**config.mk**
```make
export PLATFORM = sky130hd
export DESIGN_NAME = led_panel_receiver
export DESIGN_NICKNAME = d
export VERILOG_FILES = /design/src/rtl/led_panel_receiver.sv
export SDC_FILE = /design/constraint.sdc
export NUM_CORES = 1
export LEC_CHECK = 0
export CAP_MARGIN = 20
export CORE_MARGIN = 5
export CORE_UTILIZATION = 49
export CTS_BUF_LIST = sky130_fd_sc_hd__clkbuf_4 sky130_fd_sc_hd__clkbuf_8
export CTS_CLUSTER_SIZE = 40
export DETAILED_ROUTE_END_ITERATION = 12
export GPL_ROUTABILITY_DRIVEN = 0
export PLACE_DENSITY = 0.83
export SYNTH_ARGS = -nofsm -noshare
export SYNTH_HDL_FRONTEND = slang
export SYNTH_SLANG_ARGS = --single-unit
```
**constraint.sdc**
```tcl
create_clock -name clk -period 2.9 [get_ports clk]
set_input_delay 0.725 -clock clk [delete_from_list [all_inputs] [get_ports clk]]
set_output_delay 0.725 -clock clk [all_outputs]
set_load 0.01 [all_outputs]
```
**src/rtl/led_panel_receiver.sv**
```systemverilog
// LED panel receiver: shifts 12 serial colour lanes, latches them to column outputs and decodes rows.
// Optional protocol error flags are built only when LED_PANEL_RX_ERR_CHECK_EN is defined.
module led_panel_receiver #(
    parameter int unsigned CHAIN_LEN = 16
) (
    input  logic                     clk,
    input  logic                     reset_n,
    input  logic                     serial_clk,
    input  logic                     latch_enable,
    input  logic                     output_enable_n,
    input  logic [3:0]               serial_data_in_red,
    input  logic [3:0]               serial_data_in_green,
    input  logic [3:0]               serial_data_in_blue,
    input  logic [15:0]              row_select_n,
    output logic [4*CHAIN_LEN-1:0]   col_red,
    output logic [4*CHAIN_LEN-1:0]   col_green,
    output logic [4*CHAIN_LEN-1:0]   col_blue,
    output logic                     col_enable,
    output logic                     latch_pulse,
    output logic [6:0]               bit_count,
    output logic [3:0]               row_index,
    output logic                     row_active,
    output logic [15:0]              frame_count,
    output logic                     err_bit_count,
    output logic                     err_row_multi
);

    // Packed so that lane k lands at bits [k*CHAIN_LEN +: CHAIN_LEN] when flattened.
    typedef logic [3:0][CHAIN_LEN-1:0] lanes_t;

    lanes_t      sr_red_q, sr_red_d;
    lanes_t      sr_green_q, sr_green_d;
    lanes_t      sr_blue_q, sr_blue_d;
    lanes_t      col_red_q, col_green_q, col_blue_q;
    logic        sclk_prev_q, latch_prev_q;
    logic        sclk_edge, latch_edge;
    logic        col_enable_q, latch_pulse_q;
    logic [6:0]  bit_count_q, bit_count_d;
    logic [3:0]  row_index_q, row_index_d;
    logic        row_active_q;
    logic [15:0] frame_count_q;
    logic [15:0] row_zeros;
    logic        row_one;
    logic [3:0]  row_pos;
    logic        frame_inc;

    assign sclk_edge  = serial_clk & ~sclk_prev_q;
    assign latch_edge = latch_enable & ~latch_prev_q;

    always_comb begin
        sr_red_d   = sr_red_q;
        sr_green_d = sr_green_q;
        sr_blue_d  = sr_blue_q;
        if (sclk_edge) begin
            for (int l = 0; l < 4; l++) begin
                sr_red_d[l]   = (sr_red_q[l] << 1)   | CHAIN_LEN'(serial_data_in_red[l]);
                sr_green_d[l] = (sr_green_q[l] << 1) | CHAIN_LEN'(serial_data_in_green[l]);
                sr_blue_d[l]  = (sr_blue_q[l] << 1)  | CHAIN_LEN'(serial_data_in_blue[l]);
            end
        end
    end

    // A shift coinciding with a latch is the first bit of the next word.
    always_comb begin
        bit_count_d = bit_count_q;
        if (latch_edge) begin
            bit_count_d = {6'd0, sclk_edge};
        end else if (sclk_edge && bit_count_q != 7'd127) begin
            bit_count_d = bit_count_q + 7'd1;
        end
    end

    always_comb begin
        row_zeros = ~row_select_n;
        row_one   = (row_zeros != 16'd0) && ((row_zeros & (row_zeros - 16'd1)) == 16'd0);
        row_pos   = 4'd0;
        for (int i = 0; i < 16; i++) begin
            if (row_zeros[i]) begin
                row_pos = 4'(i);
            end
        end
        row_index_d = row_one ? row_pos : row_index_q;
        frame_inc   = row_one && (row_index_q == 4'd15) && (row_pos == 4'd0);
    end

    always_ff @(posedge clk or negedge reset_n) begin
        if (!reset_n) begin
            sr_red_q      <= '0;
            sr_green_q    <= '0;
            sr_blue_q     <= '0;
            col_red_q     <= '0;
            col_green_q   <= '0;
            col_blue_q    <= '0;
            sclk_prev_q   <= 1'b0;
            latch_prev_q  <= 1'b0;
            col_enable_q  <= 1'b0;
            latch_pulse_q <= 1'b0;
            bit_count_q   <= 7'd0;
            row_index_q   <= 4'd0;
            row_active_q  <= 1'b0;
            frame_count_q <= 16'd0;
        end else begin
            sr_red_q      <= sr_red_d;
            sr_green_q    <= sr_green_d;
            sr_blue_q     <= sr_blue_d;
            if (latch_edge) begin
                col_red_q   <= sr_red_q;
                col_green_q <= sr_green_q;
                col_blue_q  <= sr_blue_q;
            end
            sclk_prev_q   <= serial_clk;
            latch_prev_q  <= latch_enable;
            col_enable_q  <= ~output_enable_n;
            latch_pulse_q <= latch_edge;
            bit_count_q   <= bit_count_d;
            row_index_q   <= row_index_d;
            row_active_q  <= row_one;
            if (frame_inc) begin
                frame_count_q <= frame_count_q + 16'd1;
            end
        end
    end

`ifdef LED_PANEL_RX_ERR_CHECK_EN
    localparam logic [6:0] ChainLenBits = 7'(CHAIN_LEN);

    logic err_bit_count_q, err_row_multi_q;
    logic row_multi;

    assign row_multi = (row_zeros & (row_zeros - 16'd1)) != 16'd0;

    always_ff @(posedge clk or negedge reset_n) begin
        if (!reset_n) begin
            err_bit_count_q <= 1'b0;
            err_row_multi_q <= 1'b0;
        end else begin
            if (latch_edge) begin
                err_bit_count_q <= (bit_count_q != ChainLenBits);
            end
            if (row_multi) begin
                err_row_multi_q <= 1'b1;
            end
        end
    end

    assign err_bit_count = err_bit_count_q;
    assign err_row_multi = err_row_multi_q;
`else
    assign err_bit_count = 1'b0;
    assign err_row_multi = 1'b0;
`endif

    assign col_red     = col_red_q;
    assign col_green   = col_green_q;
    assign col_blue    = col_blue_q;
    assign col_enable  = col_enable_q;
    assign latch_pulse = latch_pulse_q;
    assign bit_count   = bit_count_q;
    assign row_index   = row_index_q;
    assign row_active  = row_active_q;
    assign frame_count = frame_count_q;

endmodule

```
# == Word level (Yosys, flattened, before mapping) ==
# Cells that the tools add are included.
# totals
word_cells,81
n_memories,0
out_inout_bits,224
regBits,416
in_bits,33
latchBits,0
ramBits,0
romBits,0
# op_classes
n_eq_ne,2
n_mul,0
n_mux,17
magnitude_cmp,0
n_div,0
reduce_logical,8
n_shift,0
addsub,3
bitwise,19
# op_table
op,count
16-bit by 1-bit bitwise OR with 16-bit output,12
4-bit 2-to-1 mux,8
16-bit by 1-bit adder with 16-bit output (second input constant),1
16-bit AND,1
16-bit logical NOT,1
16-bit NOT,1
16-bit nonzero test,1
16-bit by 1-bit subtractor with 16-bit output (second input constant),1
7-bit 2-to-1 mux,2
3-bit 2-to-1 mux,4
7-bit by 1-bit adder with 7-bit output (second input constant),1
7-bit inequality test (second input constant),1
4-bit == test (second input constant),1
1-bit logical AND,4
4-bit logical NOT,1
2-bit 2-to-1 mux,2
1-bit NOT,3
1-bit AND,2
2-bit nonzero test,1
1-bit 2-to-1 mux,1

# == Longest topological paths before layout ==
# Gate-level depths: netlist of the first run.
# depth
ltp_word,18
depth_mapped,9
depth_no_buf,7

# == Worst setup path before layout of the first run ==
# OpenSTA, ideal clock, no wires.
# synth_path
path_kind,input to register
start,input port row_select_n[6]
end,"register row_index_q[2], in the netlist row_index[2]"
required_time_ns,2.775
n_path_buf,2
setup_slack_ns,0.557
path_stages,7
t_arrival_ns,2.218
path_cell_list,buf_4 nand4_2 o41ai_2 nor2_1 nor4_4 buf_6 mux2_2
# synth_between
elab_chain_len,11
word_cells_on_any_way,16
# synth_lines
item,line,rtl
from (decl),14,"input logic [15:0] row_select_n,"
16-bit NOT *,74,row_zeros = ~row_select_n;
branches (longest 10 deep; another with 16-bit by 1-bit subtractor with 16-bit output),n/a,
to (signal assigned),116,row_index_q <= row_index_d;
to (decl),39,"logic [3:0] row_index_q, row_index_d;"
# Mark *: on every way between the ends.
# A chain may end at the register's enable or synchronous reset.

# == Worst setup path after layout of the first run ==
# layout_path
start,input port row_select_n[8]
end,"register frame_count_q[7], in the netlist frame_count[7]"
# layout_between
elab_chain_len,11
word_cells_on_any_way,17
# layout_lines
item,line,rtl
16-bit NOT *,74,
branches (longest 9 deep; another with 16-bit by 1-bit subtractor with 16-bit output),n/a,
1-bit logical AND *,83,frame_inc = row_one && (row_index_q == 4'd15) && (row_pos == 4'd0);
to (signal assigned),119,frame_count_q <= frame_count_q + 16'd1;
to (decl),41,logic [15:0] frame_count_q;
# Marks and branches as above.

==> results.toml, run 1 <==
[outcome]
status = "complete, no violations"

[logic_synthesis]
netlist_area_mm2 = 0.0161
synth_cells = 1812
ys_seq_elements = 416
yosysSeqAreaShare_pct = 64.8
synth.top_cell.area_share_pct = 64.8
yosysWarnings = 0
synth_area_leader_cell = "dfrtp_1"
syn_area_per_cell_um2 = 8.87
synthDistinctLibCells = 41
synth.top_cells.by_area = "dfrtp_1, nand2_1, clkbuf_1"

[clocking]
post_cts_resized = 0
cts_tree = "built"
clockRootBuffer = "clkbuf_8"
clk_pin_slew_ns = 0.06
htreeDepth = 3
worstSkewPairLatency_ns = 0.57
cts_hold_buf = 0
cts_setup_buffers = 0
clkSinkCount = 416
cts_buffer_depth = 3
numCtsBuffers = 68

[hold_path]
hold_class = "in -> async"

[detailed_routing]
wirelength_um = 36800
vias = 12600
firstDrtPassIters = 5
wire_per_inst_um = 14.4
drc = 0
first_iter_violations = 867
antenna_left = 0
avgViaCountPerCell = 4.91

[layout]
n_antenna_cell = 0
seq_area_mm2 = 0.0104
finalNonFillerCells = 2564
final_util_pct = 63.8
drive_gt1_share_pct = 7.68
multi_input_area_mm2 = 0.00527
nNetsFinal = 2109
fin_area_mm2 = 0.0207
num-fill-cells = 2561
area_delta_synth_final_pct = 28.8

[worst_setup_path]
r2r_start = "bit_count[0]"
cp-end-kind = "flip-flop"
r2r_slack_ns = 1.14
r2r_end = "bit_count[5]"
rr_worst_depth = 7
required_ns = 3.34
cp.arrival_ns = 2.87
start_kind = "input port"
critical_path_class = "in -> reg"
crit_path_max_fanout = 14

[pwr]
p_seq_share_pct = 49.2
p_leak_nw = 11.1
pwr-share-clk_pct = 33.4
cellInternalPower_mw = 11.0
pwr_density_cell_mw_per_mm2 = 741
p_sw_mw = 4.29
peakVddDrop_mv = 0.475
p_comb_share_pct = 17.4
power_mw = 15.3
switching_share_pct = 28.0

[global_routing]
grt_pass1_vias = 12600
grt_max_degree = 128
grt_use_total_pct = 20.4
grt_pass1_wl_um = 62000
overflow = 0
grt_antenna_before_repair = 0

[sta]
hold_viol = 0
fmax_ghz = 0.411
relSlewSlack_pct = 61.0
fin_hold_ws_ns = 0.155
final_max_slew_viol_count = 0
final-setup-viol-count = 0
worstMarginPinSlew_ns = 0.586
rsz0062_at_grt = "false"
timing.final.ws_setup_ns = 0.464
fin_skew_ns = 0.0295
fin_tns_setup_ns = 0
layout_min_cycle_time_ns = 2.44
period_share_pct = 84.0

[floorplanning]
start_util_pct = 49.5
die_x_um = 191
num_rows = 66
io-pin-count = 257
die_h_um = 191
dieArea_mm2 = 0.0365
core_area_mm2 = 0.0325

[placement]
port_buffers = 254
place_area_mm2 = 0.0193
dp_hpwl_um = 23700
dp_cells = 2446
place_ws_ns = -0.0368

[flow_run]
cap_violations = 0
==> registers in the layout (all words and copies together) (netlist names), 4 cells and up <==
signal       cells
col_blue        64
sr_red_q        64
row_index        4
frame_count     16
col_red         64
sr_green_q      64
bit_count        7
col_green       64
sr_blue_q       64
==> per-layer routing <==
metal,global-route usage (%),vias up,share of wire (%)
li1,-,6079,-
met4,6.10,0,2.2
met5,0,-,0
met1,26.8,6080,43
met3,4.99,67,6.4
met2,33.9,354,49
==> cell usage after synthesis <==
cell	number
nand2b_1	5
buf_1	4
clkbuf_2	2
a211oi_1	2
clkbuf_1	83
maj3_1	1
a41oi_1	1
and4_1	3
o41ai_2	1
nand3b_1	1
mux2i_1	2
dfrtp_1	416
nand4_2	1
conb_1	1
nand2_2	1
o221ai_1	1
and3_1	16
o31ai_1	1
and4b_1	1
mux2_1	1
mux2_2	2
nor4_4	1
nor3_1	4
xor2_1	4
o21ai_0	1
o211ai_1	3
a31oi_1	3
buf_4	3
nand3_1	19
a22oi_1	1
buf_6	2
inv_1	5
ha_1	2
a21oi_1	4
inv_2	1
nand2_1	1166
nand4_1	13
nor2b_1	1
nor2_1	14
buf_2	3
xnor2_1	16
==> critical path, stage by stage <==
cell and delay, ns:
clkdlybuf4s50_1 0.60, buf_4 0.20, o211ai_1 0.10, a211oi_1 0.33
nor3_1 0.17, nor4_4 0.21, buf_4 0.25, nand4_1 0.13
xnor2_1 0.16
==> worst max-delay path by stage <==
| stage | slack [ns] | cells past startpoint | to | from |
|---|---|---|---|---|
| detailed placement | -0.04 | 9 | frame_count[7] | row_select_n[8] |
| global placement | 0.08 | 8 | frame_count[7] | row_select_n[5] |
| finish | 0.46 | 9 | frame_count[7] | row_select_n[8] |
| floorplan | 0.56 | 7 | row_index[2] | row_select_n[6] |
| CTS | 0.46 | 1 | frame_count[5] | frame_count[5] |
| global route | 0.35 | 9 | frame_count[7] | row_select_n[8] |
==> cell type report <==
cell class	count	share of cell area, %
timing repair buffer	288	14.6
inverter	6	0.133
tap	442	2.67
clock buffer	103	6.27
multi-input combinational	1294	25.5
clock inverter	15	0.532
sequential	416	50.3
==> cell usage in the layout, fill, tap and decap left out, types with 13 or more instances in the layout <==
master and instances:
nand4_1 13, buf_12 18, clkdlybuf4s50_1 253, nand2_1 1166
xnor2_1 16, nor2_1 14, clkbuf_8 84, clkbuf_4 19
and3_1 16, dfrtp_1 416, buf_4 16, nand3_1 19
==> cell families after synthesis <==
kind of cell    after synthesis  synth area share, %
flops                       416                 64.8
xor+xnor                     20                 1.09
simple gates               1246                 30.2
buf+inv                     103                 2.61
compound gates               18                0.810
mux                           5                0.335
fa+ha+maj                     3                0.218
other cells                   1               0.0233
==> power groups by stage <==
stage | Combinational, mW | Sequential (mW) | Clock (mW)
floorplan | 0.929 | 7.70 | 0
global placement | 2.61 | 7.61 | 0
detailed placement | 2.71 | 7.63 | 0
CTS | 2.72 | 7.55 | 5.28
global route | 2.98 | 7.69 | 5.58
finish | 2.66 | 7.55 | 5.12
(Power assumes the default switching activity.)
==> run 2: changes to the inputs <==
==> constraint.sdc (replaced) <==
create_clock -name clk -period 2.54 [get_ports clk]
set_input_delay 0.635 -clock clk [delete_from_list [all_inputs] [get_ports clk]]
set_output_delay 0.635 -clock clk [all_outputs]
set_load 0.01 [all_outputs]
==> run 2 against run 1 <==
Against the previous run: die area is the same; clock skew is 0.015 ns lower; utilization grew 0.43 points; sequential power grew 14%; combinational power rose by 15%; first-iteration DRC count grew 2.7%; via count rose by 2.3%; critical path depth down 8; global-route usage up 0.95 points; sequential share of layout area decreased by 0.34 points; total power is 15% higher; sequential cell count is the same; critical path type is now reg -> out; critical endpoint is now frame_count[5].
==> results.toml, run 2 (same netlist as run 1, synthesis figures left out) <==
[global_routing]
grt_pass1_wl_um = 64700
grt_max_degree = 137
grt_use_total_pct = 21.3
grt_pass1_vias = 13200
overflow = 0
grt_antenna_before_repair = 1

[clocking]
cts_buffer_depth = 3
cts_hold_buf = 0
clockRootBuffer = "clkbuf_8"
post_cts_resized = 0
cts_setup_buffers = 0
htreeDepth = 3
clkSinkCount = 416
clk_pin_slew_ns = 0.06
cts_tree = "built"
worstSkewPairLatency_ns = 0.56
numCtsBuffers = 68

[layout]
nNetsFinal = 2131
n_antenna_cell = 0
area_delta_synth_final_pct = 29.6
layout_commonest_cell = "nand2_1"
layout_common_cells = "nand2_1, dfrtp_1, clkdlybuf4s50_1"
finalNonFillerCells = 2583
fin_area_mm2 = 0.0208
drive_gt1_share_pct = 8.50

[sta]
fin_skew_ns = 0.0145
worstMarginPinSlew_ns = 0.685
period_share_pct = 91.2
layout_min_cycle_time_ns = 2.32
hold_viol = 0
fmax_ghz = 0.432
rsz0062_at_grt = "false"
final-setup-viol-count = 0
fin_tns_setup_ns = 0
relSlewSlack_pct = 54.3
final_max_slew_viol_count = 0

[pwr]
cellInternalPower_mw = 12.7
power_mw = 17.6
p_leak_nw = 11.2
pwr_density_cell_mw_per_mm2 = 844
switching_share_pct = 27.8
p_seq_share_pct = 49.1
pwr-share-clk_pct = 33.4
p_sw_mw = 4.89
peakVddDrop_mv = 0.554
p_comb_share_pct = 17.4

[flow_run]
cap_violations = 0

[worst_setup_path]
crit_path_end = "frame_count[5]"
crit_chain = "clkdlybuf4s50_1"
rr_worst_depth = 7
required_ns = 1.90
cp_slowest_cell = "clkdlybuf4s50_1"
cp.depth = 1
slowest_delay_ns = 0.61
worst_setup_path_startpoint = "frame_count[5]"
cp-end-kind = "output port"
cp.arrival_ns = 1.68
crit_path_max_fanout = 10
path_delay_family = "buffers and inverters"
r2r_start = "bit_count[0]"
r2r_end = "bit_count[5]"
critical_path_class = "reg -> out"
worst-path-buf-inv = 1
start_kind = "flip-flop"
r2r_slack_ns = 0.75

[placement]
dp_cells = 2468
dp_hpwl_um = 24000
place_area_mm2 = 0.0194
port_buffers = 254

[detailed_routing]
first_iter_violations = 890
firstDrtPassIters = 5
antenna_left = 0
avgViaCountPerCell = 4.98
vias = 12900
drc = 0
wirelength_um = 38100
wire_per_inst_um = 14.7

[floorplanning]
dieArea_mm2 = 0.0365
num_rows = 66
die_x_um = 191
io-pin-count = 257
die_h_um = 191
start_util_pct = 49.5
core_area_mm2 = 0.0325

[hold_path]
hold_class = "in -> async"

[outcome]
status = "complete, no violations"
[run 2: cell count changes in the layout (fill, tap and decap cells not counted)]
cell and change:
buf_4 +23, clkbuf_4 -4, clkinv_2 +3, clkbuf_8 +2, inv_8 -2, buf_12 -1
bufinv_16 +1, clkinv_8 -1, clkinvlp_4 -1, inv_6 -1
[run 2: worst min path at each step]
stage | start | to | slack, ns | cells after the start
final | reset_n | col_red[30] | 0.04 | 1
after global routing | reset_n | col_red[30] | 0.03 | 1
after CTS | reset_n | col_red[40] | 0.009 | 1
after detailed placement | sr_red_q[47] | col_red[47] | 0.45 | 2
after global placement | sr_blue_q[47] | col_blue[47] | 0.45 | 2
after floorplan | reset_n | bit_count[0] | 0.34 | 0
[run 2: layout make-up]
class                           count  area (µm²)
Clock inverter                     14         100
Clock buffer                      101        1300
Inverter                            6        27.5
Timing Repair Buffer              310        3180
Tap cell                          442         553
Fill cell                        2547       11600
Multi-Input combinational cell   1294        5270
Sequential cell                   416       10400
[run 2: power by group through the flow]
| stage | combinational (mW) | clock [mW] | sequential [mW] |
|---|---|---|---|
| after floorplan | 1.06 | 0 | 8.79 |
| after global placement | 2.99 | 0 | 8.68 |
| after detailed placement | 3.10 | 0 | 8.72 |
| after CTS | 3.13 | 6.05 | 8.63 |
| after global routing | 3.42 | 6.40 | 8.79 |
| final | 3.06 | 5.88 | 8.64 |
[run 2: stage by stage]
stage	hold WS (ns)	worst slack, ns	utilization, %
CTS	0.00881	0.181	64.2
finish	0.0381	0.224	64.2
global route	0.0279	0.154	64.2
global placement	0.453	-0.183	59.9
detailed placement	0.455	-0.231	59.9
floorplan	0.339	0.287	-
[run 2: metal layers]
| layer | wire [µm] | track usage (%) | vias to the layer above |
|---|---|---|---|
| met5 | 13 | 0 | - |
| met4 | 751 | 6.80 | 2 |
| met3 | 2530 | 5.02 | 71 |
| met2 | 19000 | 35.3 | 409 |
| met1 | 15800 | 28.1 | 6274 |
| li1 | - | - | 6115 |
==> run 3: changes to the inputs <==
--- a/config.mk
+++ b/config.mk
@@ -13,6 +13,7 @@
 export DETAILED_ROUTE_END_ITERATION = 12
 export GPL_ROUTABILITY_DRIVEN = 0
 export PLACE_DENSITY = 0.83
+export SKIP_CTS_REPAIR_TIMING = 1
 export SYNTH_ARGS = -nofsm -noshare
 export SYNTH_HDL_FRONTEND = slang
 export SYNTH_SLANG_ARGS = --single-unit
==> results of run 3 <==
The final DEF is identical to that of run 2; final timing and power are the same.
